==> src/rtl/osd_icon_sched.sv <==
// Read-side scheduler for the icon overlay ROM banks: key debounce, bank stepping,
// frame-latched window position, ROM address/enable generation and latency-aligned valid.
module osd_icon_sched #(
  parameter int ICON_W       = 50,
  parameter int ICON_H       = 50,
  parameter int ROM_AW       = 12,
  parameter int ROM_LAT      = 1,
  parameter int DEBOUNCE_CYC = 1000000,
  parameter int NUM_BANKS    = 4
) (
  input  logic              clk,
  input  logic              rst_n,
  input  logic [11:0]       pixel_x,
  input  logic [11:0]       pixel_y,
  input  logic              de,
  input  logic              frame_start,
  input  logic              key_raw,
  input  logic [11:0]       pos_x,
  input  logic [11:0]       pos_y,
  output logic [ROM_AW-1:0] rom_addr,
  output logic              rom_en,
  output logic [2:0]        bank_sel,
  output logic              ovl_valid
);

  localparam int DB_W = $clog2(DEBOUNCE_CYC + 1);
  localparam int AREA = ICON_W * ICON_H;
  localparam int AW1  = ROM_AW + 1;
  localparam logic [ROM_AW-1:0] ADDR_LAST = ROM_AW'(AREA - 1);

  typedef enum logic [2:0] {
    S_OFF = 3'd0,
    S_B1  = 3'd1,
    S_B2  = 3'd2,
    S_B3  = 3'd3,
    S_B4  = 3'd4,
    S_B5  = 3'd5,
    S_B6  = 3'd6,
    S_B7  = 3'd7
  } state_t;

  state_t r_state;
  state_t w_state_nxt;

  logic            r_key_s1;
  logic            r_key_s2;
  logic            r_key_s2_d;
  logic            r_key_db;
  logic            r_key_db_d;
  logic [DB_W-1:0] r_db_cnt;
  logic            w_key_pulse;

  logic [11:0]        r_px;
  logic [11:0]        r_py;
  logic [2:0]         r_bank_sel;
  logic [ROM_AW-1:0]  r_cnt;
  logic [ROM_AW-1:0]  r_row_base;
  logic               r_active_d;
  logic [ROM_AW-1:0]  r_rom_addr;
  logic               r_rom_en;
  logic [ROM_LAT-1:0] r_en_pipe;

  logic [12:0]       w_x_end;
  logic [12:0]       w_y_end;
  logic              w_in_win;
  logic              w_active;
  logic              w_row_start;
  logic [ROM_AW-1:0] w_addr;
  logic [ROM_AW-1:0] w_addr_nxt;
  logic [AW1-1:0]    w_row_sum;
  logic [ROM_AW-1:0] w_row_nxt;

  // Counter restarts at 1 on a level change so the new level counts as its first stable cycle.
  always_ff @(posedge clk or negedge rst_n) begin
    if (!rst_n) begin
      r_key_s1   <= 1'b0;
      r_key_s2   <= 1'b0;
      r_key_s2_d <= 1'b0;
      r_key_db   <= 1'b0;
      r_key_db_d <= 1'b0;
      r_db_cnt   <= '0;
    end else begin
      r_key_s1   <= key_raw;
      r_key_s2   <= r_key_s1;
      r_key_s2_d <= r_key_s2;
      r_key_db_d <= r_key_db;
      if (r_key_s2 != r_key_s2_d) begin
        r_db_cnt <= DB_W'(1);
      end else if (r_key_s2 != r_key_db) begin
        if (r_db_cnt >= DB_W'(DEBOUNCE_CYC - 1)) begin
          r_key_db <= r_key_s2;
          r_db_cnt <= '0;
        end else begin
          r_db_cnt <= r_db_cnt + DB_W'(1);
        end
      end
    end
  end

  assign w_key_pulse = r_key_db & ~r_key_db_d;

  always_ff @(posedge clk or negedge rst_n) begin
    if (!rst_n) r_state <= S_OFF;
    else        r_state <= w_state_nxt;
  end

  always_comb begin
    w_state_nxt = r_state;
    if (w_key_pulse) begin
      if (r_state == state_t'(NUM_BANKS)) w_state_nxt = S_OFF;
      else                                 w_state_nxt = state_t'(r_state + 3'd1);
    end
  end

  // Window bounds at 13 bits so a window near 4095 clips instead of wrapping.
  assign w_x_end  = {1'b0, r_px} + 13'(ICON_W);
  assign w_y_end  = {1'b0, r_py} + 13'(ICON_H);
  assign w_in_win = de && (pixel_x >= r_px) && ({1'b0, pixel_x} < w_x_end)
                       && (pixel_y >= r_py) && ({1'b0, pixel_y} < w_y_end);
  assign w_active = w_in_win && (r_bank_sel != '0);

  // Each row re-seeds from a running row base, keeping an ICON_W stride when the right edge clips.
  assign w_row_start = w_active && !r_active_d;
  assign w_addr      = w_row_start ? r_row_base : r_cnt;
  assign w_addr_nxt  = (w_addr == ADDR_LAST) ? '0 : w_addr + ROM_AW'(1);
  assign w_row_sum   = {1'b0, r_row_base} + AW1'(ICON_W);
  assign w_row_nxt   = (w_row_sum >= AW1'(AREA)) ? '0 : w_row_sum[ROM_AW-1:0];

  always_ff @(posedge clk or negedge rst_n) begin
    if (!rst_n) begin
      r_px       <= '0;
      r_py       <= '0;
      r_bank_sel <= '0;
      r_cnt      <= '0;
      r_row_base <= '0;
      r_active_d <= 1'b0;
      r_rom_addr <= '0;
      r_rom_en   <= 1'b0;
      r_en_pipe  <= '0;
    end else begin
      r_active_d <= w_active;
      r_rom_en   <= w_active;
      r_en_pipe  <= ROM_LAT'({r_en_pipe, r_rom_en});
      if (w_active) r_rom_addr <= w_addr;
      if (frame_start) begin
        r_bank_sel <= r_state;
        r_px       <= pos_x;
        r_py       <= pos_y;
        r_cnt      <= '0;
        r_row_base <= '0;
      end else if (w_active) begin
        r_cnt <= w_addr_nxt;
        if (w_row_start) r_row_base <= w_row_nxt;
      end
    end
  end

  assign rom_addr  = r_rom_addr;
  assign rom_en    = r_rom_en;
  assign bank_sel  = r_bank_sel;
  assign ovl_valid = r_en_pipe[ROM_LAT-1];

endmodule

==> config.mk <==
export PLATFORM = sky130hd
export DESIGN_NAME = osd_icon_sched
export DESIGN_NICKNAME = d
export VERILOG_FILES = /design/src/rtl/osd_icon_sched.sv
export SDC_FILE = /design/constraint.sdc
export NUM_CORES = 1
export LEC_CHECK = 0
export ABC_CLOCK_PERIOD_IN_PS = 5600
export CORE_MARGIN = 8
export CORE_UTILIZATION = 55
export CTS_CLUSTER_DIAMETER = 50
export DETAILED_ROUTE_END_ITERATION = 7
export MAX_ROUTING_LAYER = met4
export PLACE_DENSITY = 0.87
export SETUP_SLACK_MARGIN = 0.5
export SLEW_MARGIN = 20
export SYNTH_ARGS = -nofsm -noshare
export SYNTH_HDL_FRONTEND = slang
export SYNTH_SLANG_ARGS = --single-unit
==> constraint.sdc <==
create_clock -name clk -period 5.6 [get_ports clk]
set_input_delay 1.12 -clock clk [delete_from_list [all_inputs] [get_ports clk]]
set_output_delay 1.12 -clock clk [all_outputs]
set_load 0.05 [all_outputs]
Yosys cells after proc, flatten, opt, wreduce, memory -nomap -nowiden --
Cells that the tools add are included.
Operators by class: $lt $le $gt $ge 6, reductions and logical operators 13, add/sub/neg operators 6, bitwise operators 3, multiplexer cells 12, equality and inequality tests 4
Operators by type and width (count):
- 12-bit two-way mux | 8
- 20-bit two-way mux | 3
- 12-bit by 6-bit adder with 13-bit output, second input constant | 3
- 12-bit by 13-bit < comparator with 1-bit output | 2
- 12-bit greater-or-equal comparator | 2
- 20-bit by 1-bit adder with 20-bit output, second input constant | 1
- 20-bit greater-or-equal comparator, second input constant | 1
- 13-bit by 12-bit greater-or-equal comparator with 1-bit output, second input constant | 1
- 12-bit by 1-bit adder with 12-bit output, second input constant | 1
- 12-bit == test, second input constant | 1
- 1-bit logical AND | 6
- 2-bit nonzero test | 3
- 3-bit by 1-bit adder with 3-bit output, second input constant | 1
- 3-bit == test, second input constant | 1
- 3-bit two-way mux | 1
- 3-bit AND reduction | 1
- 3-bit nonzero test | 1
- 1-bit inequality test | 2
- 1-bit NOT | 2
- 2-bit AND reduction | 1
- 1-bit bitwise AND | 1
- 1-bit logical NOT | 1
Word-level totals: output and inout bits 17, word-level logic and storage cells 59, flip-flop bits (word level) 93

Logic depth before layout (Yosys ltp) --
depth after elaboration 12, gate-level depth with buffers 25, gate-level depth less buffers 21

Worst setup path after synthesis --
No wires, ideal clock.
kind input -> register, start in pixel_x[8], end reg r_cnt[10], data required time 5.496 ns, data arrival time 4.981 ns, cell stages on the path 19, setup slack 0.515 ns, setup time 0.104 ns, cell sequence ha_1 and3_1 a221oi_1 nor3_2 a2111oi_4 o211ai_2 buf_6 nor2_2 mux2_2 ha_1 nor4bb_1 nand3_1 nand2_1 clkbuf_1 a21oi_1 clkbuf_1 nand2_1 or4_1 o311ai_1
On the way: longest elaborated chain between the ends 12
Ends and longest elaborated chain:
- from (decl) | line 13 | input logic [11:0] pixel_x,
- 12-bit greater-or-equal comparator | line 118 | assign w_in_win = de && (pixel_x >= r_px) && ({1'b0, pixel_x} < w_x_end)
- 1-bit logical AND | line 118
- 1-bit logical AND (*) | line 118
- 1-bit logical AND (*) (2 in series) | line 119 | && (pixel_y >= r_py) && ({1'b0, pixel_y} < w_y_end);
- 1-bit logical AND (*) | line 120 | assign w_active = w_in_win && (r_bank_sel != '0);
- 1-bit logical AND (*) | line 123 | assign w_row_start = w_active && !r_active_d;
- 12-bit two-way mux (*) | line 124 | assign w_addr = w_row_start ? r_row_base : r_cnt;
- via w_addr[1] | line 68 | logic [ROM_AW-1:0] w_addr;
- 12-bit by 1-bit adder with 12-bit output / 12-bit == test (equally long branches) | line 125 | assign w_addr_nxt = (w_addr == ADDR_LAST) ? '0 : w_addr + ROM_AW'(1);
- 12-bit two-way mux (*) | line 125
- 12-bit two-way mux (*) | line 151 | end else if (w_active) begin
- 12-bit two-way mux (*) | line 145 | if (frame_start) begin
- to (signal assigned) | line 152 | r_cnt <= w_addr_nxt;
- to (decl) | line 56 | logic [ROM_AW-1:0] r_cnt;
Mark *: on every way through the listed nets, which the timed path passes. The rest lies on a longest branch. The select of a mux whose other input is x is not followed. A chain may end at the register's enable or synchronous reset.

Final worst setup path --
start in pixel_x[8], end reg r_cnt[7]
Same word-level chain as after synthesis.

==> qor.yml <==
synth_top_area_cell: "dfrtp_1"
hold_slack_ns: 0.358
rsz0062_at_grt: "false"
io_buffer_count: 69
cts.path.max_buffers: 2
htreeDepth: 3
routed_via_density: 6.31
hp-class: "flop to flop"
register_area_um2: 2300
clk_pin_slew_worst_paths_ns: 0.07
startpoint_type: "input pin"
skew_ns: 0.00801
hold_viol: 0
critPathRequiredTime_ns: 5.88
syn_area_per_cell_um2: 9.10
fill_cells: 837
yosysSeqAreaShare: 0.371
cap_violations: 0
syn_nets: 788
cts_tree: "done"
yosys_warnings: 0
synth_area_um2: 6200
firstDrtPassIters: 6
multi_input_area_um2: 3660
grt_usage: 0.232
synthCells: 682
grt_pass1_wl_mm: 27.3
power.leakage_nw: 3.24
busiest_layer: "met2"
die_h_um: 122
drc: 0
relSlewSlack: 0.407
crit_path_end_kind: "flop"
areaGrowthSynthToFinish_pct: 18.8
r2r_slack_ns: 0.91
grt_pass1_vias: 5558
finalNetCount: 849
cpMostUsedCell: "nand3_1"
ys_ff_latch: 92
clkSinkCount: 92
status: "completed"
wl_per_cell_um: 18.5
p_total_mw: 1.65
period_share: 0.843
die_w_um: 122
grtUsageMet1: 0.293
overflow: 0
n_antenna_cell: 0
grt_util_met2: 0.358
layout_min_cycle_time_ns: 4.72
antenna_found_initial: 0
grtUsageMet3: 0.0421
p_per_area_nw_per_um2: 225
num_rows: 38
cp.arrival_ns: 5.00
drv_slew: 0
worstPathCellList: "clkdlybuf4s50_1 -> ha_1 -> and3_1 -> a221oi_2 -> nor3_2 -> a2111oi_4 -> o211ai_2 -> nor2_2 -> mux2_2 -> ha_2 -> nor4bb_1 -> nand3_1 -> nand2_2 -> a21o_1 -> or3_1 -> or4_1 -> nand3_1"
grt_max_degree: 59
tns_ns: 0
route.final.wire_length_mm: 16.4
max_stage_delay_ns: 0.43
clk_latency_ns: 0.35
setup_viol: 0
netlist.area_leader.share: 0.371
cp_slowest_cell: "clkdlybuf4s50_1"
core_um2: 10900
mostFrequentLayoutCell: "dfrtp_1"
max_freq_mhz: 212
dp_hpwl_mm: 11.5
via_count: 5606
drive_gt1_frac: 0.0922
final_cell_mix: "dfrtp_1, nand2_1, clkdlybuf4s50_1"
cts_buffers: 9
ios: 70
ir_worst_vdd_v: 0.000129
ys_types: 61
critical_path.max_fanout: 5
critical_path_class: "input pin to flop"
antenna_left: 0
async_flop_share: 1.00
cts-root-buf: "clkbuf_16"
gp_routability_congestion: 0.955
die_area_um2: 14900
synth_area_leaders: "dfrtp_1, ha_1, nand2_1"
worst_pin_slew_ns: 0.889
synth_edf_count: 0
drt-initial-drc-count: 689
initial_utilization: 0.567
ys.flop_type: "dfrtp_1"
-- area by class of cell --
cell class	instances	share of cell area
repair buffers	82	0.106
inverters	40	0.0204
flip-flops and latches	92	0.313
clock inverters	6	0.0100
clock buffers	10	0.0311
multi-input cells	518	0.496
well taps	140	0.0238
-- path summary, 6_finish.rpt --
| path | from | to | cells after the start |
|---|---|---|---|
| worst max-delay path | pixel_x[8] | r_cnt[7]$_DFFE_PN0P_ | 17 |
| worst min-delay path | r_key_s1$_DFF_PN0_ | r_key_s2$_DFF_PN0_ | 0 |
| worst max register to register | r_px[2]$_DFFE_PN0P_ | r_cnt[7]$_DFFE_PN0P_ | 21 |
| worst min register to register | r_key_s1$_DFF_PN0_ | r_key_s2$_DFF_PN0_ | 0 |
| max in group asynchronous | rst_n | r_px[1]$_DFFE_PN0P_ | 2 |
| min in group asynchronous | rst_n | r_py[5]$_DFFE_PN0P_ | 1 |
-- Yosys cell counts (6+ instances only) --
library cell   n
dfrtp_1       92
nand2_1       75
ha_1          53
o21ai_0       47
inv_1         40
a21oi_1       33
nand3_1       30
nor2_1        28
clkbuf_1      24
mux2_2        24
a31oi_1       22
xnor2_1       22
a21o_1        16
nand4_1       16
or4_1         14
nor3_1        12
and3_1        11
nand2b_1      10
o311ai_0       8
o211ai_1       7
xor2_1         7
nor2b_1        6
-- state kept, by name, indices dropped and copies added, names as in the netlist, 3 cells and up --
name,cells
r_row_base,11
r_px,12
r_py,12
rom_addr,12
r_cnt,12
r_state,3
r_db_cnt,20
bank_sel,3
-- power by group --
| group | leakage [nW] | internal [mW] | switching, mW |
|---|---|---|---|
| combinational | 1.87 | 0.132 | 0.172 |
| sequential | 1.23 | 0.691 | 0.0344 |
| clock | 0.147 | 0.351 | 0.275 |
-- critical path: cells and delay by family --
kind,cells,cell delay [ns]
and+or+nand+nor,9,1.58
muxes,1,0.34
AOI/OAI and AO/OA,4,0.97
adders and majority gates,2,0.53
buffers and inverters,1,0.43
-- per-stage QoR --
step,cell area (um^2),instances,utilization,setup WS [ns]
4_1_cts,7300,885,0.668,0.536
2_1_floorplan,6200,682,-,0.515
3_5_place_dp,7000,869,0.640,0.215
6_report,7370,888,0.674,0.881
5_1_grt,7370,888,0.674,0.534
3_3_place_gp,7000,869,0.640,0.339
-- cell families (layout without fill, tap and decap cells) --
kind of cell,Yosys count,in the layout,synth area share
compound gates,175,175,0.188
xor+xnor,29,29,0.0409
fa+ha+maj,53,53,0.107
buf+inv,72,138,0.0474
flops,92,92,0.371
mux,28,28,0.0500
simple gates,233,233,0.196
-- per-layer routing --
metal | vias to the layer above | share of wire
met5 | - | 0
met4 | 0 | 0.023
met3 | 32 | 0.075
met2 | 249 | 0.47
met1 | 2689 | 0.43
li1 | 2636 | -
-- what timing repair did --
item / CTS / global route
resized for setup: 0 / 10
setup buffers: 0 / 3
hold buffers: 0 / 0
setup endpoints to repair: 0 / 12
Power figures use the tool's default switching activity.
